[config.mk]
export PLATFORM = sky130hd
export DESIGN_NAME = tx_pkt_builder
export DESIGN_NICKNAME = d
export VERILOG_FILES = /design/src/rtl/tx_pkt_builder_pkg.sv /design/src/rtl/tx_pkt_builder.sv
export SDC_FILE = /design/constraint.sdc
export NUM_CORES = 1
export LEC_CHECK = 0
export CORE_UTILIZATION = 32
export DETAILED_ROUTE_END_ITERATION = 7
export PLACE_DENSITY = 0.6
export SKIP_CTS_REPAIR_TIMING = 1
export SYNTH_ARGS = -nofsm -noshare
export SYNTH_HDL_FRONTEND = slang
export SYNTH_SLANG_ARGS = --single-unit
export TNS_END_PERCENT = 50
[constraint.sdc]
create_clock -name clk -period 6.1 [get_ports clk]
set_input_delay 1.22 -clock clk [delete_from_list [all_inputs] [get_ports clk]]
set_output_delay 1.22 -clock clk [all_outputs]
set_load 0.01 [all_outputs]
[src/rtl/tx_pkt_builder_pkg.sv]
// Packet format definitions shared by the transmit builder and receive-side node-info logic.
// Holds type codes, payload lengths, header field layout and the payload ordering table.
package tx_pkt_builder_pkg;

  localparam int unsigned HdrTypeW = 3;
  localparam int unsigned HdrLenW  = 8;
  localparam int unsigned CntW     = 3;

  typedef enum logic [2:0] {
    PktHeartbeat  = 3'b000,
    PktChAnnounce = 3'b001,
    PktJoin       = 3'b010,
    PktData       = 3'b101
  } pkt_type_e;

  localparam logic [HdrLenW-1:0] LenHeartbeat  = 8'd4;
  localparam logic [HdrLenW-1:0] LenChAnnounce = 8'd3;
  localparam logic [HdrLenW-1:0] LenJoin       = 8'd3;
  localparam logic [HdrLenW-1:0] LenData       = 8'd4;

  typedef enum logic [2:0] {
    FldNone,
    FldId,
    FldHops,
    FldQ,
    FldEnergy,
    FldDest,
    FldData
  } pkt_field_e;

  function automatic logic pkt_supported(logic [2:0] t);
    case (t)
      PktHeartbeat, PktChAnnounce, PktJoin, PktData: return 1'b1;
      default:                                       return 1'b0;
    endcase
  endfunction

  function automatic logic [HdrLenW-1:0] pkt_len(logic [2:0] t);
    case (t)
      PktHeartbeat:  return LenHeartbeat;
      PktChAnnounce: return LenChAnnounce;
      PktJoin:       return LenJoin;
      PktData:       return LenData;
      default:       return '0;
    endcase
  endfunction

  // Payload word order per packet type, indexed by the payload word counter.
  function automatic pkt_field_e pkt_field(logic [2:0] t, logic [CntW-1:0] idx);
    pkt_field_e f;
    f = FldNone;
    case (t)
      PktHeartbeat: begin
        case (idx)
          3'd0:    f = FldId;
          3'd1:    f = FldHops;
          3'd2:    f = FldEnergy;
          3'd3:    f = FldQ;
          default: f = FldNone;
        endcase
      end
      PktChAnnounce: begin
        case (idx)
          3'd0:    f = FldId;
          3'd1:    f = FldQ;
          3'd2:    f = FldEnergy;
          default: f = FldNone;
        endcase
      end
      PktJoin: begin
        case (idx)
          3'd0:    f = FldId;
          3'd1:    f = FldDest;
          3'd2:    f = FldEnergy;
          default: f = FldNone;
        endcase
      end
      PktData: begin
        case (idx)
          3'd0:    f = FldId;
          3'd1:    f = FldDest;
          3'd2:    f = FldHops;
          3'd3:    f = FldData;
          default: f = FldNone;
        endcase
      end
      default: f = FldNone;
    endcase
    return f;
  endfunction

endpackage

[src/rtl/tx_pkt_builder.sv]
// Serialises one node packet (header word followed by type-dependent payload words)
// onto a valid/ready word stream; fields are snapshotted when the request is accepted.
module tx_pkt_builder
  import tx_pkt_builder_pkg::*;
#(
  parameter int unsigned WORD_WIDTH = 16
) (
  input  logic                  clk,
  input  logic                  nrst,
  input  logic                  tx_req,
  input  logic [2:0]            tx_type,
  input  logic [WORD_WIDTH-1:0] my_node_id,
  input  logic [WORD_WIDTH-1:0] hops,
  input  logic [WORD_WIDTH-1:0] q_value,
  input  logic [WORD_WIDTH-1:0] energy,
  input  logic [WORD_WIDTH-1:0] dest_id,
  input  logic [WORD_WIDTH-1:0] data_in,
  input  logic                  tx_ready,
  output logic [WORD_WIDTH-1:0] tx_data,
  output logic                  tx_valid,
  output logic                  tx_last,
  output logic                  busy,
  output logic                  tx_done,
  output logic                  tx_err
);

  localparam int unsigned PadW = WORD_WIDTH - HdrTypeW - HdrLenW;

  typedef enum logic [1:0] {
    StIdle,
    StHdr,
    StPayload,
    StDone
  } state_e;

  state_e                state_q;
  logic [CntW-1:0]       cnt_q;
  logic [2:0]            type_q;
  logic [WORD_WIDTH-1:0] id_q;
  logic [WORD_WIDTH-1:0] hops_q;
  logic [WORD_WIDTH-1:0] q_q;
  logic [WORD_WIDTH-1:0] energy_q;
  logic [WORD_WIDTH-1:0] dest_q;
  logic [WORD_WIDTH-1:0] data_q;
  logic                  done_q;
  logic                  err_q;

  logic [HdrLenW-1:0]    cur_len;
  logic                  last_word;
  pkt_field_e            cur_field;

  assign cur_len   = pkt_len(type_q);
  assign cur_field = pkt_field(type_q, cnt_q);
  assign last_word = (state_q == StPayload) && (cnt_q == CntW'(cur_len - 8'd1));

  always_ff @(posedge clk) begin
    if (!nrst) begin
      state_q  <= StIdle;
      cnt_q    <= '0;
      type_q   <= '0;
      id_q     <= '0;
      hops_q   <= '0;
      q_q      <= '0;
      energy_q <= '0;
      dest_q   <= '0;
      data_q   <= '0;
      done_q   <= 1'b0;
      err_q    <= 1'b0;
    end else begin
      done_q <= 1'b0;
      err_q  <= 1'b0;
      case (state_q)
        StIdle: begin
          if (tx_req) begin
            if (pkt_supported(tx_type)) begin
              type_q   <= tx_type;
              id_q     <= my_node_id;
              hops_q   <= hops;
              q_q      <= q_value;
              energy_q <= energy;
              dest_q   <= dest_id;
              data_q   <= data_in;
              cnt_q    <= '0;
              state_q  <= StHdr;
            end else begin
              err_q <= 1'b1;
            end
          end
        end
        StHdr: begin
          if (tx_ready) state_q <= StPayload;
        end
        StPayload: begin
          if (tx_ready) begin
            if (last_word) begin
              state_q <= StDone;
              done_q  <= 1'b1;
            end else begin
              cnt_q <= cnt_q + 3'd1;
            end
          end
        end
        StDone: begin
          state_q <= StIdle;
        end
        default: state_q <= StIdle;
      endcase
    end
  end

  // Word mux reads only registered state, so tx_data holds while the sink stalls.
  always_comb begin
    tx_data = '0;
    case (state_q)
      StHdr: tx_data = {type_q, {PadW{1'b0}}, cur_len};
      StPayload: begin
        unique case (cur_field)
          FldId:     tx_data = id_q;
          FldHops:   tx_data = hops_q;
          FldQ:      tx_data = q_q;
          FldEnergy: tx_data = energy_q;
          FldDest:   tx_data = dest_q;
          FldData:   tx_data = data_q;
          FldNone:   tx_data = '0;
        endcase
      end
      default: tx_data = '0;
    endcase
  end

  assign tx_valid = (state_q == StHdr) || (state_q == StPayload);
  assign tx_last  = last_word;
  assign busy     = (state_q != StIdle);
  assign tx_done  = done_q;
  assign tx_err   = err_q;

endmodule

### After elaboration in Yosys (flattened, before gate mapping)

Cells that the tools add are included.

| word-level totals | value |
|---|---|
| flip-flop bits (word level) | 106 |
| bits of input ports | 103 |
| output and inout port bits | 21 |
| word-level logic and storage cells | 80 |

| cells by class | value |
|---|---|
| add/subtract/negate cells | 2 |
| equal/unequal tests | 25 |
| mux-type cells | 25 |
| reductions and logical operators | 17 |

Operators by type and width:

| kind | number |
|---|---|
| $pmux W16 S7 | 1 |
| $pmux W3 S4 | 3 |
| $pmux W16 S2 | 1 |
| $eq A3 B2 Y1 const B | 6 |
| $pmux W3 S3 | 2 |
| $eq A3 B3 Y1 const B | 5 |
| $eq A3 B1 Y1 const B | 4 |
| $logic_not A3 Y1 | 4 |
| $mux W3 | 4 |
| $ne A2 B2 Y1 const B | 6 |
| $pmux W3 S2 | 2 |
| $mux W2 | 5 |
| $reduce_and A5 Y1 | 2 |
| $reduce_and A3 Y1 | 3 |
| $pmux W2 S4 | 1 |
| $mux W1 | 6 |
| $eq A2 B2 Y1 const B | 2 |
| $reduce_bool A2 Y1 | 2 |
| $reduce_or A2 Y1 | 2 |
| $reduce_or A4 Y1 | 1 |
| $add A3 B1 Y3 const B | 1 |
| $eq A3 B3 Y1 | 1 |
| $sub A3 B1 Y3 const B | 1 |
| $eq A2 B1 Y1 const B | 1 |
| 3 further kinds | 3 |

### Logic depth before layout (Yosys ltp)

Gate-level depths: netlist of run 1.

| depth | value |
|---|---|
| depth after elaboration | 9 |
| depth in mapped cells | 10 |
| depth with buffers taken out | 8 |

### Worst setup path before layout of run 1

OpenSTA, ideal clock, no wires.

| timing path | value |
|---|---|
| path type | reg-to-output |
| start | register cnt_q[1] |
| end | output port tx_data[10] |
| arrival time | 2.228 ns |
| data required time | 4.880 ns |
| setup slack | 2.652 ns |
| stages on the path, launching flop included | 10 |
| cell sequence | dfxtp_1 inv_1 ha_1 nor2_1 o32ai_4 buf_6 a21oi_1 a2bb2oi_1 a22o_1 a211oi_2 |

| between the ends | value |
|---|---|
| word-level cells in the longest chain between the ends | 6 |
| elaborated cells between the ends (all ways) | 18 |

RTL lines:

| what | line | source |
|---|---|---|
| from (decl) | tx_pkt_builder.sv:37 | `logic [CntW-1:0] cnt_q;` |
| from (signal assigned) | tx_pkt_builder.sv:99 | `cnt_q <= cnt_q + 3'd1;` |
| $eq A3 B2 Y1 (tied with other cells) | tx_pkt_builder_pkg.sv:54, tx_pkt_builder_pkg.sv:79 |  |
| $pmux W3 S4 (tied with other cells) | tx_pkt_builder_pkg.sv:79 | `case (idx)` |
| $pmux W3 S4 * | tx_pkt_builder_pkg.sv:52 | `case (t)` |
| $eq A3 B3 Y1 (tied with other cells) | tx_pkt_builder.sv:117 | `unique case (cur_field)` |
| $pmux W16 S7 * | tx_pkt_builder.sv:117 |  |
| $pmux W16 S2 * | tx_pkt_builder.sv:114 | `case (state_q)` |
| to (decl) | tx_pkt_builder.sv:19 | `output logic [WORD_WIDTH-1:0] tx_data,` |

Every way passes the cells marked *; elsewhere a longest branch is shown, timed or not.

### Worst setup path in the final report of run 1

| timing path | value |
|---|---|
| start | register cnt_q[1] |
| end | output port tx_data[5] |

Same word-level chain as after synthesis.

==> results of run 1 <==
## logic make-up after synthesis
family	count (synthesis)
AO/OA/AOI/OAI	198
XOR/XNOR	2
adder cells (fa/ha/maj)	8
buffers and inverters	61
flip-flops	106
multiplexers	7
AND/OR/NAND/NOR	288
## synth_stat cells (2+ instances only)
cell,number
a211o_1,2
a211oi_1,3
a211oi_2,5
a21boi_0,102
a21o_1,2
a21oi_1,10
a21oi_4,2
a221oi_1,4
a22o_1,5
a22oi_1,2
a2bb2oi_1,5
a31oi_1,4
a32oi_1,7
and2_1,4
buf_2,6
buf_4,4
buf_6,5
clkbuf_1,33
dfxtp_1,106
ha_1,8
inv_1,12
mux2_2,2
mux2i_1,5
nand2_1,224
nand3_1,9
nand3_4,2
nor2_1,26
nor2b_1,2
nor3_1,6
nor3_2,2
o211ai_1,3
o21a_1,4
o21ai_0,9
o21ai_1,3
o221a_1,2
o221a_2,3
o221ai_1,2
o22ai_1,2
o311ai_1,3
o31ai_1,2
o32ai_4,2
## sequential cells by signal, summed over array words and instances (netlist names)
name / flops
data_q: 16
energy_q: 16
id_q: 16
state_q: 2
tx_err: 1
type_q: 3
dest_q: 16
cnt_q: 3
q_q: 16
hops_q: 16
tx_done: 1
## layer usage
layer	part of all wire, %	GRT usage (%)
met1	44	24.4
met2	47	32.8
met3	5.6	4.96
met4	3.4	7.73
met5	0	0
## stage by stage
step           instances  power [mW]  utilization (%)
2_1_floorplan        670        1.29                -
3_3_place_gp         966        1.52             40.5
3_5_place_dp         966        1.54             40.5
4_1_cts              982        2.11             42.2
5_1_grt              982        2.21             42.2
6_report             982        2.09             42.2
## cells in the final DEF (no fill, tap or decap), types with 6 or more instances in the layout
cell and count:
a21boi_0 102, o21ai_0 9, a21oi_1 10, ha_1 8, nand3_1 8, nor3_1 6
clkbuf_16 9, nor2_1 26, nand2_1 224, a32oi_1 7, dfxtp_1 106, clkdlybuf4s50_1 122
inv_1 12
## power by group
group	total (mW)	internal, mW	switching (mW)	leakage, nW
clock	0.565	0.296	0.269	0.144
sequential	0.851	0.778	0.0722	0.864
combinational	0.673	0.265	0.407	1.39
total	2.09	1.34	0.749	2.40
## final cells by class
class                      instances  area [um2]  share of cell area (%)
tap                              220         275                    3.93
clock inverter                     5        45.0                   0.643
sequential                       106        2120                    30.3
inverter                          12        45.0                   0.643
timing repair buffer             125        1240                    17.7
clock buffer                      11         243                    3.46
multi-input combinational        503        3030                    43.3
## worst max-delay path, stage by stage, from the launching register on
cell and delay [ns]:
dfxtp_1 0.54, ha_1 0.23, ha_1 0.21, nor3_2 0.07, o32ai_4 0.21, and2_1 0.81, a21oi_1 0.30, a22o_1 0.30
a211oi_2 0.23, clkdlybuf4s50_1 0.59
## worst max path at each step
stage	endpoint	slack, ns	cells past startpoint
final	tx_data[5]	1.03	9
after global routing	tx_data[14]	0.77	9
after CTS	tx_data[10]	1.08	9
after detailed placement	tx_data[10]	1.47	9
after global placement	tx_data[3]	1.60	7
after floorplan	tx_data[10]	2.65	9
==> impl_results.md, run 1 <==
- Status: completed
- Fin crit period: 5.07 ns
- Die height: 132 um
- Hold Path End: dest_q[11]$_SDFFE_PN0P_
- Sink Count: 106
- PD cells: 298 mW/mm2
- CTS root buf: clkbuf_16
- Share of layout cells above drive strength 1: 6.43%
- Reg-to-Reg Start: state_q[1]$_SDFFE_PN0P_
- Largest family of logic cells by synthesized area: compound AO/OA/AOI/OAI gates
- Setup crit start: cnt_q[1]$_SDFFE_PN0P_
- Clock skew: 0.00767 ns
- Measured slew at the worst slew-check pin: 1.13 ns
- Pre-CTS WS: 1.47 ns
- Pin count of the biggest net entering global routing: 109
- # setup viols final: 0
- Initial antenna violation count: 0
- Req. time, crit path: 4.88 ns
- Hold slack: 0.467 ns
- Post-synthesis simple-gate area fraction: 22.6%
- R2R Setup Slk: 3.55 ns
- Htree depth: 3
- Final worst slack: 1.03 ns
- Post-Synth XOR/XNOR Area: 0.323%
- Fin. max-slew vios: 0
- Iteration count of the initial detailed-routing pass: 5
- Die area: 0.0175 mm2
- Initial Utilization: 32.8%
- P_leak: 2.40 nW
- Worst Hold Class: reg2reg
- Crit start category: flop
- Boundary pin count: 124
- Routed vias: 5,012
- Arr. time, crit path: 3.85 ns
- HPWL Detailed: 12.6 mm
- Post-route ant nets: 0
- Hold Path Depth: 2
- Cts bufs inserted: 9
- Max_cap viols: 0
- Crit path kind: reg2out
- Async set-or-reset flop fraction in the synthesized netlist: 0%
- Post-synth net total: 781
- Worst-case clock buffer depth: 2
- Synth Register Bits: 106
- VDD IR max: 0.133 mV
- HP Start: dest_q[11]$_SDFFE_PN0P_
- GRT Resource Usage Total: 19.7%
- Cells after Synth: 670
- Worst Path Max Fanout: 23
- Yosys top cell area share: 39.1%
- First-pass GRT wire length: 26.6 mm
- Initial DRC count: 417
- Via density: 5.10
- Layout overhead on the synthesized area: 29.0%
- Area leader, netlist: dfxtp_1
- FF-to-FF path depth: 6
- Grt ovf: 0
- Post-synthesis cell area: 0.00543 mm2
- Post-Synth Adder-Cell Area: 1.84%
- Diodes inserted: 0
- CTS tree: built
- # fillers: 1,692
- Clk_lat worst skew: 0.36 ns
- Post-synth EDFFs: 0
- Slew margin rel.: 24.8%
- Synth Area in Compound Gates: 29.6%
- DP Area: 0.00672 mm2
- Clk slew on worst S/H paths: 0.07 ns
- Sequential-to-total area share from yosys stat: 39.1%
- Dominant synthesized flop cell: dfxtp_1
- Mux cell area share after synthesis: 1.34%
- Fin. Hold Viols: 0
- Period utilization: 83.2%
- RSZ-0062 raised after global routing: no
- Final instance area: 0.00701 mm2
- Final nets: 868
- Port bufs: 123
- WL/cell: 17.3 um
- Routability congestion estimate from global placement: 0.930
- Die X: 132 um
- Vias in the first global route: 4,944
- Row count: 47
- Core ar.: 0.0166 mm2
- Ranking of synthesized cells by area: dfxtp_1, nand2_1, a21boi_0, clkbuf_1, ha_1
- Post-route DRC: 0
- Post-synthesis cell type count: 67
- Mean Syn Cell Area: 8.11 um2
- Synth warnings: 0
- Final wirelength: 17.0 mm
- CP Capture Type: output pin
- Reg-to-reg endpoint: energy_q[4]$_SDFFE_PN0P_
- Final TNS setup: 0 ns
- Fmax: 197 MHz
Note: power is estimated with default switching activity, not from simulation.
==> run 2, diff against run 1 <==
PLACE_DENSITY = 0.62   (was 0.6)
clock period = 4.1 ns   (was 6.1 ns; I/O delays follow)
==> impl_results.md, run 2 (synthesized netlist as in run 1, its figures left out) <==
- Diodes inserted: 0
- Period utilization: 98.6%
- Vias in the first global route: 4,921
- Row count: 47
- WL/cell: 17.3 um
- Hold Path Depth: 2
- Layout overhead on the synthesized area: 33.7%
- Initial antenna violation count: 0
- VDD IR max: 0.217 mV
- PD cells: 446 mW/mm2
- P_leak: 2.56 nW
- Clk_lat worst skew: 0.36 ns
- Routability congestion estimate from global placement: 0.898
- R2R Setup Slk: 2.05 ns
- RSZ-0062 raised after global routing: yes
- Initial DRC count: 429
- Initial Utilization: 32.8%
- Slew margin rel.: 47.5%
- Clock skew: 0.00396 ns
- Die height: 132 um
- Sink Count: 106
- Setup crit start: cnt_q[1]$_SDFFE_PN0P_
- CTS root buf: clkbuf_16
- Port bufs: 123
- Routed vias: 5,013
- Post-route ant nets: 0
- Die X: 132 um
- CP cell instances: inv_1 -> ha_1 -> a21oi_2 -> o32a_4 -> nor3_4 -> a221oi_1 -> a21o_1 -> o31ai_1 -> clkdlybuf4s50_1
- Grt ovf: 0
- Clk slew on worst S/H paths: 0.07 ns
- CP Capture Type: output pin
- Core ar.: 0.0166 mm2
- Commonest non-fill, non-tap cell in the layout: nand2_1
- Htree depth: 3
- Arr. time, crit path: 3.22 ns
- # fillers: 1,672
- Reg-to-reg endpoint: dest_q[13]$_SDFFE_PN0P_
- Die area: 0.0175 mm2
- HPWL Detailed: 12.7 mm
- Total Power Consumption: 3.24 mW
- Fin crit period: 4.04 ns
- Hold Path End: dest_q[7]$_SDFFE_PN0P_
- Share of layout cells above drive strength 1: 9.76%
- Req. time, crit path: 3.28 ns
- Via density: 5.02
- Worst-case clock buffer depth: 2
- Crit path kind: reg2out
- Measured slew at the worst slew-check pin: 0.788 ns
- Final nets: 885
- Final wirelength: 17.3 mm
- Crit start category: flop
- Fmax: 247 MHz
- Iteration count of the initial detailed-routing pass: 5
- Worst Hold Class: reg2reg
- Reg-to-Reg Start: state_q[1]$_SDFFE_PN0P_
- Slowest stage cell on the critical path: clkdlybuf4s50_1
- Max_cap viols: 0
- Most frequent cells in the layout: nand2_1, clkdlybuf4s50_1, a21boi_0, dfxtp_1, nor2_1
- Fin. max-slew vios: 0
- Pin count of the biggest net entering global routing: 100
- GRT Resource Usage Total: 20.5%
- Worst Path Max Fanout: 13
- CP peak stage delay: 0.61 ns
- CTS tree: built
- First-pass GRT wire length: 27.5 mm
- Status: completed
- Post-route DRC: 0
- Boundary pin count: 124
- Cts bufs inserted: 9
- # setup viols final: 0
- FF-to-FF path depth: 6
- Fin. Hold Viols: 0
- Final TNS setup: 0 ns
- HP Start: dest_q[7]$_SDFFE_PN0P_
## run 2: area by class of cell
class                   count  area (um2)  area share (%)
clock buffers              13         270            3.72
flip-flops and latches    106        2130            29.3
inverters                  12        45.0           0.620
clock inverters             3        46.3           0.638
multi-input cells         503        3070            42.3
well taps                 220         275            3.79
repair buffers            142        1420            19.6
## run 2: worst max path at each step
stage                   to  slack (ns)  cells past startpoint
6_report        tx_data[0]        0.06                      9
5_1_grt         tx_data[0]       -0.07                      9
3_5_place_dp   tx_data[10]        0.27                     10
3_3_place_gp   tx_data[10]        0.31                     10
4_1_cts        tx_data[10]       -0.13                     10
2_1_floorplan  tx_data[10]        1.05                      9
## run 2: metrics by stage
| stage | hold slack (ns) | cells | cell area (um2) | setup WS (ns) | utilization [%] |
|---|---|---|---|---|---|
| after global routing | 0.486 | 999 | 7260 | -0.0735 | 43.8 |
| final | 0.463 | 999 | 7260 | 0.0587 | 43.8 |
| after detailed placement | 0.458 | 980 | 6860 | 0.268 | 41.4 |
| after global placement | 0.452 | 980 | 6860 | 0.307 | 41.4 |
| after floorplan | 0.439 | 670 | 5430 | 1.05 | - |
| after CTS | 0.467 | 996 | 7180 | -0.126 | 43.3 |
## run 2: power by group
part | internal (mW) | switching [mW]
logic | 0.433 | 0.620
registers | 1.16 | 0.105
clock network | 0.525 | 0.397
## run 2: worst max-delay path, delay by kind of cell (launching register included)
| kind | cells | cell delay, ns |
|---|---|---|
| buffers and inverters | 2 | 0.69 |
| AOI/OAI and AO/OA | 5 | 1.25 |
| DFF | 1 | 0.35 |
| adders and majority gates | 1 | 0.29 |
| and+or+nand+nor | 1 | 0.27 |
## run 2: per-layer routing
metal  vias up  global-route usage (%)  share of wire [%]
met5         -                       0                  0
met4         0                    8.11                2.3
met3        23                    3.08                4.8
met2       140                    34.7                 48
met1      2334                    26.3                 45
li1       2516                       -                  -
==> run 3, diff against run 2 <==
RECOVER_POWER = 25   (was unset)
==> impl_results.md, run 3 (synthesized netlist as in run 1, its figures left out) <==
- Total Power Consumption: 3.24 mW
- Port bufs: 123
- Diodes inserted: 0
- Slew margin rel.: 29.1%
- Final wirelength: 17.3 mm
- PD cells: 446 mW/mm2
- CP endpoint: tx_data[0]
- Max_cap viols: 0
- HPWL Detailed: 12.7 mm
- Pre-CTS WS: 0.268 ns
- Clk_lat worst skew: 0.36 ns
- Worst-case clock buffer depth: 2
- Period utilization: 98.5%
- Initial DRC count: 429
- Share of layout cells above drive strength 1: 9.63%
- Initial antenna violation count: 0
- Req. time, crit path: 3.28 ns
- Sink Count: 106
- Fin. Hold Viols: 0
- Die area: 0.0175 mm2
- Core ar.: 0.0166 mm2
- Pin count of the biggest net entering global routing: 100
- Die height: 132 um
- Commonest non-fill, non-tap cell in the layout: nand2_1
- Post-route ant nets: 0
- Die X: 132 um
- # setup viols final: 0
- Vias in the first global route: 4,921
- FF-to-FF path depth: 6
- CTS root buf: clkbuf_16
- Arr. time, crit path: 3.22 ns
- Iteration count of the initial detailed-routing pass: 5
- Cells after DPL: 980
- Measured slew at the worst slew-check pin: 1.06 ns
- Reg-to-Reg Start: state_q[1]$_SDFFE_PN0P_
- Boundary pin count: 124
- Crit path kind: reg2out
- Routability congestion estimate from global placement: 0.898
- Final worst slack: 0.0598 ns
- CP Capture Type: output pin
- Clock skew: 0.00396 ns
- First-pass GRT wire length: 27.5 mm
- Worst Path Max Fanout: 13
- R2R Setup Slk: 1.71 ns
- Cts bufs inserted: 9
- WL/cell: 17.3 um
- Clk slew on worst S/H paths: 0.07 ns
- RSZ-0062 raised after global routing: yes
- Setup crit start: cnt_q[1]$_SDFFE_PN0P_
- Initial Utilization: 32.8%
- Htree depth: 3
- VDD IR max: 0.217 mV
- # fillers: 1,672
- Crit start category: flop
- Reg-to-reg endpoint: dest_q[13]$_SDFFE_PN0P_
- GRT Resource Usage Total: 20.5%
- Final TNS setup: 0 ns
- CTS tree: built
- Fmax: 248 MHz
- Grt ovf: 0
- Routed vias: 5,013
- Most frequent cells in the layout: nand2_1, clkdlybuf4s50_1, a21boi_0, dfxtp_1, nor2_1
- Post-route DRC: 0
- Via density: 5.02
- Worst Hold Class: reg2reg
- Fin. max-slew vios: 0
- Status: completed
- Layout overhead on the synthesized area: 33.6%
- P_leak: 2.57 nW
- Hold slack: 0.463 ns
- Row count: 47
- Non-filler cells in the finished layout: 999
- Final nets: 885
- Fin crit period: 4.04 ns
[run 3: cell types whose count changed in the layout (fill, tap and decap cells not counted), sizes merged]
cell / delta
dlygate4sd3: +3
clkdlybuf4s50: -3
[run 3: routing by layer]
metal / GRT usage, % / share of wire, % / vias up
li1: - / - / 2516
met1: 26.3 / 45 / 2334
met4: 8.11 / 2.3 / 0
met2: 34.7 / 48 / 140
met5: 0 / 0 / -
met3: 3.08 / 4.8 / 23
[run 3: worst min path at each step]
stage / startpoint / to / slack, ns / cells past startpoint
3_3_place_gp: dest_q[7]$_SDFFE_PN0P_ / dest_q[7]$_SDFFE_PN0P_ / 0.45 / 2
4_1_cts: dest_q[7]$_SDFFE_PN0P_ / dest_q[7]$_SDFFE_PN0P_ / 0.47 / 2
6_report: dest_q[7]$_SDFFE_PN0P_ / dest_q[7]$_SDFFE_PN0P_ / 0.46 / 2
5_1_grt: dest_q[12]$_SDFFE_PN0P_ / dest_q[12]$_SDFFE_PN0P_ / 0.49 / 2
2_1_floorplan: id_q[11]$_SDFFE_PN0P_ / id_q[11]$_SDFFE_PN0P_ / 0.44 / 2
3_5_place_dp: dest_q[7]$_SDFFE_PN0P_ / dest_q[7]$_SDFFE_PN0P_ / 0.46 / 2
[run 3: through the flow]
| step | utilization [%] | area (um2) |
|---|---|---|
| 2_1_floorplan | - | 5430 |
| 3_3_place_gp | 41.4 | 6860 |
| 3_5_place_dp | 41.4 | 6860 |
| 4_1_cts | 43.3 | 7180 |
| 5_1_grt | 43.8 | 7260 |
| 6_report | 43.8 | 7260 |
[run 3: cell type report]
class	count	area [um2]	share of cell area [%]
clock inverter	3	46.3	0.638
clock buffer	13	270	3.72
multi-input combinational	503	3070	42.3
timing repair buffer	142	1420	19.6
sequential	106	2130	29.3
inverter	12	45.0	0.621
tap	220	275	3.79
[run 3: report_power, final]
group	switching, mW	internal, mW	total [mW]
combinational	0.620	0.432	1.05
sequential	0.105	1.16	1.26
clock	0.397	0.525	0.922
total	1.12	2.12	3.24
[run 3: critical path, cell delays in order, from the launching register on]
cell and delay, ns:
dfxtp_2 0.35, inv_1 0.08, ha_1 0.29, a21oi_2 0.13, o32a_4 0.43, nor3_4 0.27, a221oi_1 0.15, a21o_1 0.18
o31ai_1 0.36, clkdlybuf4s50_1 0.61
